## config.mk

```make
export PLATFORM = sky130hd
export DESIGN_NAME = spi_slave_regbank
export DESIGN_NICKNAME = d
export VERILOG_FILES = /design/src/rtl/soc_spi_pkg.sv /design/src/rtl/spi_pin_sync.sv /design/src/rtl/spi_slave_regbank.sv
export SDC_FILE = /design/constraint.sdc
export NUM_CORES = 1
export LEC_CHECK = 0
export BUFFER_PORTS_ARGS = -buffer_cell sky130_fd_sc_hd__buf_4
export CORE_MARGIN = 2
export CORE_UTILIZATION = 51
export CTS_CLUSTER_SIZE = 12
export DETAILED_ROUTE_END_ITERATION = 16
export PLACE_DENSITY = 0.67
export SLEW_MARGIN = 20
export SYNTH_ARGS = -nofsm -noshare
export SYNTH_HDL_FRONTEND = slang
export SYNTH_HIERARCHICAL = 1
export SYNTH_SLANG_ARGS = --single-unit
```

## constraint.sdc

```tcl
create_clock -name clk -period 14.04 [get_ports clk]
set_clock_uncertainty 0.1 [all_clocks]
set_input_delay 2.808 -clock clk [delete_from_list [all_inputs] [get_ports clk]]
set_output_delay 2.808 -clock clk [all_outputs]
set_load 0.01 [all_outputs]
```

## src/rtl/soc_spi_pkg.sv

```systemverilog
// Shared types and constants for the SPI slave register bank.
package soc_spi_pkg;

    typedef enum logic [1:0] {
        ST_IDLE = 2'd0,
        ST_CMD  = 2'd1,
        ST_DATA = 2'd2
    } spi_state_e;

    localparam int unsigned CMD_RW_BIT      = 7;
    localparam int unsigned SPI_BYTE_BITS   = 8;
    localparam int unsigned BIT_CNT_W       = $clog2(SPI_BYTE_BITS);
    localparam logic [7:0]  DEFAULT_ID_BYTE = 8'hA5;

endpackage

```

## src/rtl/spi_pin_sync.sv

```systemverilog
// Two-flop synchronizer for one SPI pin with rise/fall pulses on the synced level.
module spi_pin_sync (
    input  logic clk,
    input  logic rst,
    input  logic pin,
    output logic sync,
    output logic rise,
    output logic fall
);

    logic meta_q, meta_d;
    logic sync_q, sync_d;
    logic dly_q,  dly_d;

    always_comb begin
        meta_d = pin;
        sync_d = meta_q;
        dly_d  = sync_q;
    end

    always_ff @(posedge clk or posedge rst) begin
        if (rst) begin
            meta_q <= 1'b0;
            sync_q <= 1'b0;
            dly_q  <= 1'b0;
        end else begin
            meta_q <= meta_d;
            sync_q <= sync_d;
            dly_q  <= dly_d;
        end
    end

    assign sync = sync_q;
    assign rise = sync_q & ~dly_q;
    assign fall = ~sync_q & dly_q;

endmodule

```

## src/rtl/spi_slave_regbank.sv

```systemverilog
// SPI mode-0 slave exposing NREGS 8-bit registers; command byte then auto-increment data bytes.
module spi_slave_regbank
    import soc_spi_pkg::*;
#(
    parameter int unsigned NREGS   = 16,
    parameter logic [7:0]  ID_BYTE = DEFAULT_ID_BYTE,
    localparam int unsigned AW     = $clog2(NREGS)
) (
    input  logic          clk,
    input  logic          reset,
    input  logic          spi_sck,
    input  logic          spi_mosi,
    input  logic          spi_cs,
    output logic          spi_miso,
    output logic          spi_miso_oe,
    input  logic [AW-1:0] loc_addr,
    output logic [7:0]    loc_rdata,
    output logic          wr_pulse,
    output logic [AW-1:0] wr_addr,
    output logic [7:0]    wr_data,
    output logic          busy
);

    logic sck_rise, sck_fall, sck_level_unused;
    logic cs_rise, cs_fall, cs_level_unused;
    logic mosi_s, mosi_rise_unused, mosi_fall_unused;

    spi_pin_sync u_sync_sck (
        .clk  (clk),
        .rst  (reset),
        .pin  (spi_sck),
        .sync (sck_level_unused),
        .rise (sck_rise),
        .fall (sck_fall)
    );

    spi_pin_sync u_sync_cs (
        .clk  (clk),
        .rst  (reset),
        .pin  (spi_cs),
        .sync (cs_level_unused),
        .rise (cs_rise),
        .fall (cs_fall)
    );

    spi_pin_sync u_sync_mosi (
        .clk  (clk),
        .rst  (reset),
        .pin  (spi_mosi),
        .sync (mosi_s),
        .rise (mosi_rise_unused),
        .fall (mosi_fall_unused)
    );

    spi_state_e           state_q, state_d;
    logic [BIT_CNT_W-1:0] bit_cnt_q, bit_cnt_d;
    logic [6:0]           rx_q, rx_d;
    logic [7:0]           tx_q, tx_d;
    logic                 rw_q, rw_d;
    logic [AW-1:0]        addr_q, addr_d;
    logic                 miso_q, miso_d;
    logic                 oe_q, oe_d;
    logic                 wr_pulse_q, wr_pulse_d;
    logic [AW-1:0]        wr_addr_q, wr_addr_d;
    logic [7:0]           wr_data_q, wr_data_d;
    logic [7:0]           regs_q [NREGS];
    logic [7:0]           regs_d [NREGS];

    logic [7:0]    rx_byte;
    logic [AW-1:0] addr_next;
    logic          last_bit;

    always_comb begin
        state_d    = state_q;
        bit_cnt_d  = bit_cnt_q;
        rx_d       = rx_q;
        tx_d       = tx_q;
        rw_d       = rw_q;
        addr_d     = addr_q;
        miso_d     = miso_q;
        oe_d       = oe_q;
        wr_pulse_d = 1'b0;
        wr_addr_d  = wr_addr_q;
        wr_data_d  = wr_data_q;
        regs_d     = regs_q;
        rx_byte    = {rx_q, mosi_s};
        addr_next  = addr_q + AW'(1);
        last_bit   = (bit_cnt_q == BIT_CNT_W'(SPI_BYTE_BITS - 1));

        if (cs_rise) begin
            state_d   = ST_IDLE;
            oe_d      = 1'b0;
            miso_d    = 1'b0;
            bit_cnt_d = '0;
            rx_d      = '0;
        end else begin
            case (state_q)
                ST_IDLE: begin
                    if (cs_fall) begin
                        tx_d      = ID_BYTE;
                        miso_d    = ID_BYTE[7];
                        oe_d      = 1'b1;
                        bit_cnt_d = '0;
                        state_d   = ST_CMD;
                    end
                end
                ST_CMD: begin
                    if (sck_rise) begin
                        rx_d      = rx_byte[6:0];
                        bit_cnt_d = bit_cnt_q + BIT_CNT_W'(1);
                        if (last_bit) begin
                            rw_d    = rx_byte[CMD_RW_BIT];
                            addr_d  = rx_byte[AW-1:0];
                            state_d = ST_DATA;
                            if (rx_byte[CMD_RW_BIT]) begin
                                tx_d = regs_q[rx_byte[AW-1:0]];
                            end
                        end
                    end else if (sck_fall) begin
                        // First fall of a byte presents the freshly loaded MSB without shifting.
                        if (bit_cnt_q == '0) begin
                            miso_d = tx_q[7];
                        end else begin
                            miso_d = tx_q[6];
                            tx_d   = {tx_q[6:0], 1'b0};
                        end
                    end
                end
                ST_DATA: begin
                    if (sck_rise) begin
                        rx_d      = rx_byte[6:0];
                        bit_cnt_d = bit_cnt_q + BIT_CNT_W'(1);
                        if (last_bit) begin
                            addr_d = addr_next;
                            if (rw_q) begin
                                tx_d = regs_q[addr_next];
                            end else begin
                                regs_d[addr_q] = rx_byte;
                                wr_pulse_d     = 1'b1;
                                wr_addr_d      = addr_q;
                                wr_data_d      = rx_byte;
                            end
                        end
                    end else if (sck_fall) begin
                        if (!rw_q) begin
                            miso_d = 1'b0;
                        end else if (bit_cnt_q == '0) begin
                            miso_d = tx_q[7];
                        end else begin
                            miso_d = tx_q[6];
                            tx_d   = {tx_q[6:0], 1'b0};
                        end
                    end
                end
                default: begin
                    state_d = ST_IDLE;
                end
            endcase
        end
    end

    always_ff @(posedge clk or posedge reset) begin
        if (reset) begin
            state_q    <= ST_IDLE;
            bit_cnt_q  <= '0;
            rx_q       <= '0;
            tx_q       <= '0;
            rw_q       <= 1'b0;
            addr_q     <= '0;
            miso_q     <= 1'b0;
            oe_q       <= 1'b0;
            wr_pulse_q <= 1'b0;
            wr_addr_q  <= '0;
            wr_data_q  <= '0;
            for (int unsigned i = 0; i < NREGS; i++) begin
                regs_q[i] <= '0;
            end
        end else begin
            state_q    <= state_d;
            bit_cnt_q  <= bit_cnt_d;
            rx_q       <= rx_d;
            tx_q       <= tx_d;
            rw_q       <= rw_d;
            addr_q     <= addr_d;
            miso_q     <= miso_d;
            oe_q       <= oe_d;
            wr_pulse_q <= wr_pulse_d;
            wr_addr_q  <= wr_addr_d;
            wr_data_q  <= wr_data_d;
            regs_q     <= regs_d;
        end
    end

    assign spi_miso    = miso_q;
    assign spi_miso_oe = oe_q;
    assign loc_rdata   = regs_q[loc_addr];
    assign wr_pulse    = wr_pulse_q;
    assign wr_addr     = wr_addr_q;
    assign wr_data     = wr_data_q;
    assign busy        = (state_q != ST_IDLE);

endmodule

```

== Word-level counts from Yosys, hierarchy flattened ==
Index checks and enable logic that the tools add are counted.
Operators by class
  add/subtract/negate cells: 2
  magnitude comparators: 5
  equality and inequality tests: 23
  muxes and demuxes: 57
  bitwise gates (word level): 14
  reduce and logical (&&, ||, !) cells: 22
Operators by type and width (count)
  $mux 8: 18
  $bwmux 128: 1
  $bmux 8 s4: 3
  $ne 3x3->1 const B: 12
  $demux 8 s4: 1
  $pmux 8 s3: 1
  $mux 7: 3
  $ge 5x5->1 const B: 4
  $not 4->5: 4
  $mux 4: 4
  $mux 1: 15
  $ne 2x2->1 const B: 7
  $reduce_and 6->1: 2
  $reduce_bool 2->1: 6
  $mux 3: 3
  $reduce_and 9->1: 1
  $mux 2: 4
  $pmux 4 s2: 1
  $reduce_and 4->1: 2
  $not 1->1: 6
  $pmux 2 s3: 1
  $pmux 3 s2: 1
  $reduce_bool 3->1: 2
  $lt 5x1->1 const B: 1
  other kinds (16): 20
Word-level totals
  flip-flop bits (word level): 176
  output and inout port bits: 24
  logic and storage cells: 158

== Longest topological paths before layout ==
  depth after elaboration: 9
  gate-level depth with buffers: 10
  depth with buffers taken out: 7

== Hierarchy ==
The synthesis kept the hierarchy.
Modules (own cells, without submodules)
  spi_slave_regbank: times used 1, cells each 751, area each 10124.7 sq um, sequential area each 4204.0 sq um
  spi_pin_sync: times used 3, cells each 6, area each 93.8 sq um, sequential area each 75.1 sq um

== Worst setup path after synthesis ==
No wires, ideal clock.
  path type: input to output
  start point: input port loc_addr[1]
  end point: output port loc_rdata[0]
  arrival: 4.306 ns
  required time: 11.132 ns
  setup slack: 6.826 ns
  stages on the path: 5
  cells stage by stage: buf_2 buf_2 buf_2 mux4_2 mux4_2
On the way
  word-level cells in the longest chain between the ends: 4
RTL lines
  from (decl): RTL line spi_slave_regbank.sv:16  | input logic [AW-1:0] loc_addr,
  $not 4->5 (implied by the code): RTL line spi_slave_regbank.sv:196  | assign loc_rdata = regs_q[loc_addr];
  $bmux 8 s4: RTL line spi_slave_regbank.sv:196
  $mux 8 (implied by the code) (2 in series): RTL line spi_slave_regbank.sv:196
  to (decl): RTL line spi_slave_regbank.sv:17  | output logic [7:0] loc_rdata,
No other way between the ends. The select of a mux whose other input is x is not followed.

== Worst setup path after layout ==
  start point: input port loc_addr[0]
  end point: output port loc_rdata[5]
Same word-level chain as after synthesis.

==> results by group <==
Run status
  – Status: complete, no violations

Synth
  – Area of the mapped netlist: 10400 sq um
  – Synthesized area per cell: about 14 sq um
  – Syn Inst Count: 766
  – Post-Syn Nets: 787
  – Synth Warn #: 6

Floorplan
  – Die Ht: around 150 um
  – Row Count: 52
  – Core area: 20100 sq um
  – Top Ports: 33
  – Die area: ~21000 sq um
  – Starting Density: 0.516
  – Chip width: about 150 um

Global routing
  – Antenna violations before repair: 0
  – Vias in the first global route: 7206
  – Total routing usage reported by global routing: 0.269
  – Gr ovfl total: 0
  – Pin count of the biggest net entering global routing: 100
  – First-pass GRT wire length: roughly 43 mm

Clock tree
  – Post-CTS Resized: 0
  – Root cell of the clock tree: clkbuf_16
  – CTS Hold Bufs: 0
  – CTS sink cnt: ~180
  – CTS tree: yes
  – Worst-path clk slew: about 0.07 ns
  – Clock Latency Late Sink: around 0.44 ns
  – Num CTS Buffers: 17
  – Number of H-tree levels: 4
  – Post-CTS Setup Inserts: 0
  – CTS Buffer Depth: 2

Detailed routing
  – Final ANT Viol Nets: 0
  – Via count: roughly 7000
  – Post-Route WL: around 28 mm
  – Routed WL per cell: roughly 26 um
  – Drt pass-1 iters: 5
  – Via density: around 6.7
  – DRC violations left: 0
  – Initial DRC count: between 500 and 600

Worst setup path
  – WS Path Type: in2out
  – Arrival @ worst endpoint: about 4.5 ns
  – Crit. End Element: output port
  – Crit-path cells: buf_4 -> mux4_2 -> mux4_2 -> buf_4
  – Critical-path maximum fanout: 32
  – Crit start category: input port
  – CP required: roughly 11 ns
  – Worst path bufs/invs: 2
  – CP peak stage delay: approximately 0.57 ns
  – CP max-delay cell: mux4_2
  – Top delay family on crit path: multiplexers

Power and ir drop
  – Total power: around 1.2 mW
  – Clock group share of total power: 0.406
  – Switching pwr: 0.344 mW
  – Power Internal: 0.812 mW
  – Static Leak: ~4.8 nW
  – Maximum VDD drop: 0.0000707 V
  – Comb power frac: 0.131
  – Power Density: approximately 100 nW/um^2
  – Sw frac: 0.298
  – Reg power frac: 0.463

Final layout
  – Share of post-route cells with drive strength above 1: 0.434
  – Most common cell after layout, fill and taps aside: dfrtp_1
  – Most frequent cells in the layout: dfrtp_1 (173), mux2_2 (151), mux4_2 (80)
  – N_diodes: 0
  – Final Util: 0.561
  – Nets: ~780
  – Area Growth Syn to Fin: 8.73%
  – Filler cell count: ~1600

STA
  – Tmin final: about 7.4 ns
  – Post-route setup TNS: 0 ns
  – Max-slew violations: 0
  – Max-Slew Margin vs Limit: 0.330
  – Fmax achieved: between 0.1 and 0.15 GHz
  – Worst Max-Slew Pin Slew: 1.00 ns
  – Tcrit/Tclk final: 0.530
  – Setup WS post-layout: approximately 6.6 ns
  – Final Hold Vio Count: 0
  – Final setup viols: 0
  – RSZ-0062 raised after global routing: no

Placement
  – Routability cong.: roughly 0.91
  – Hpwl dp: 17.4 mm
  – IO buf count: 32
  – Pre-CTS WS: 6.58 ns

Flow run
  – Max-Cap Viols: 0

Worst hold path
  – Hold WC Path Type: reg2reg
-- sequential cells by signal (all words and copies together) (netlist names), 2 cells and up --
signal,cells
bit_cnt_q,3
rx_q,7
regs_q,128
state_q,2
tx_q,8
wr_data,8
wr_addr,4
addr_q,4
-- worst register-to-register path: stages, from the launching register on --
cell     delay [ns]
dfrtp_1        0.42
inv_1          0.12
ha_1           0.65
nor4b_4        0.69
nand2_1        0.25
nor2_2         0.76
mux2_2         0.42
-- layer usage --
metal | track usage | share of wire
met5 | 0.00227 | 0
met4 | 0.102 | 0.035
met3 | 0.0678 | 0.069
met2 | 0.420 | 0.47
met1 | 0.368 | 0.42
-- power groups by stage --
| stage | registers (mW) | clock network [mW] | logic (mW) |
|---|---|---|---|
| 2_1_floorplan | 0.537 | 0 | 0.118 |
| 3_3_place_gp | 0.544 | 0 | 0.148 |
| 3_5_place_dp | 0.545 | 0 | 0.150 |
| 4_1_cts | 0.535 | 0.473 | 0.151 |
| 5_1_grt | 0.537 | 0.498 | 0.166 |
| 6_report | 0.535 | 0.470 | 0.151 |
-- layout make-up --
cell class,instances,area [sq um],share of cell area
Clock buffer,17,425,0.0377
Multi-Input combinational cell,513,5590,0.496
Clock inverter,15,148,0.0131
Inverter,13,53.8,0.00477
Tap cell,270,338,0.0300
Sequential cell,176,4410,0.391
Timing Repair Buffer,41,308,0.0273
-- per-stage QoR --
step / instances / area (sq um) / hold WS [ns]
after global placement: 1013 / 10700 / 0.234
after CTS: 1045 / 11300 / 0.266
after detailed placement: 1013 / 10700 / 0.249
after global routing: 1045 / 11300 / 0.269
after floorplan: 766 / 10400 / 0.231
final: 1045 / 11300 / 0.262
-- worst paths after layout --
kind / startpoint / end / slack, ns / depth (start not counted)
max in group asynchronous: reset / rx_q[0]$_DFFE_PP0P_ / 9.87 / 3
worst min register to register: u_sync_mosi/meta_q$_DFF_PP0_ / u_sync_mosi/sync$_DFF_PP0_ / 0.26 / 0
worst max register to register: state_q[0]$_DFFE_PP0P_ / regs_q[80]$_DFFE_PP0P_ / 10.50 / 6
min in group asynchronous: reset / u_sync_mosi/meta_q$_DFF_PP0_ / 2.15 / 2
worst max-delay path: loc_addr[0] / loc_rdata[5] / 6.60 / 4
worst min-delay path: u_sync_mosi/meta_q$_DFF_PP0_ / u_sync_mosi/sync$_DFF_PP0_ / 0.26 / 0
Note: power is estimated with default switching activity, not from simulation.
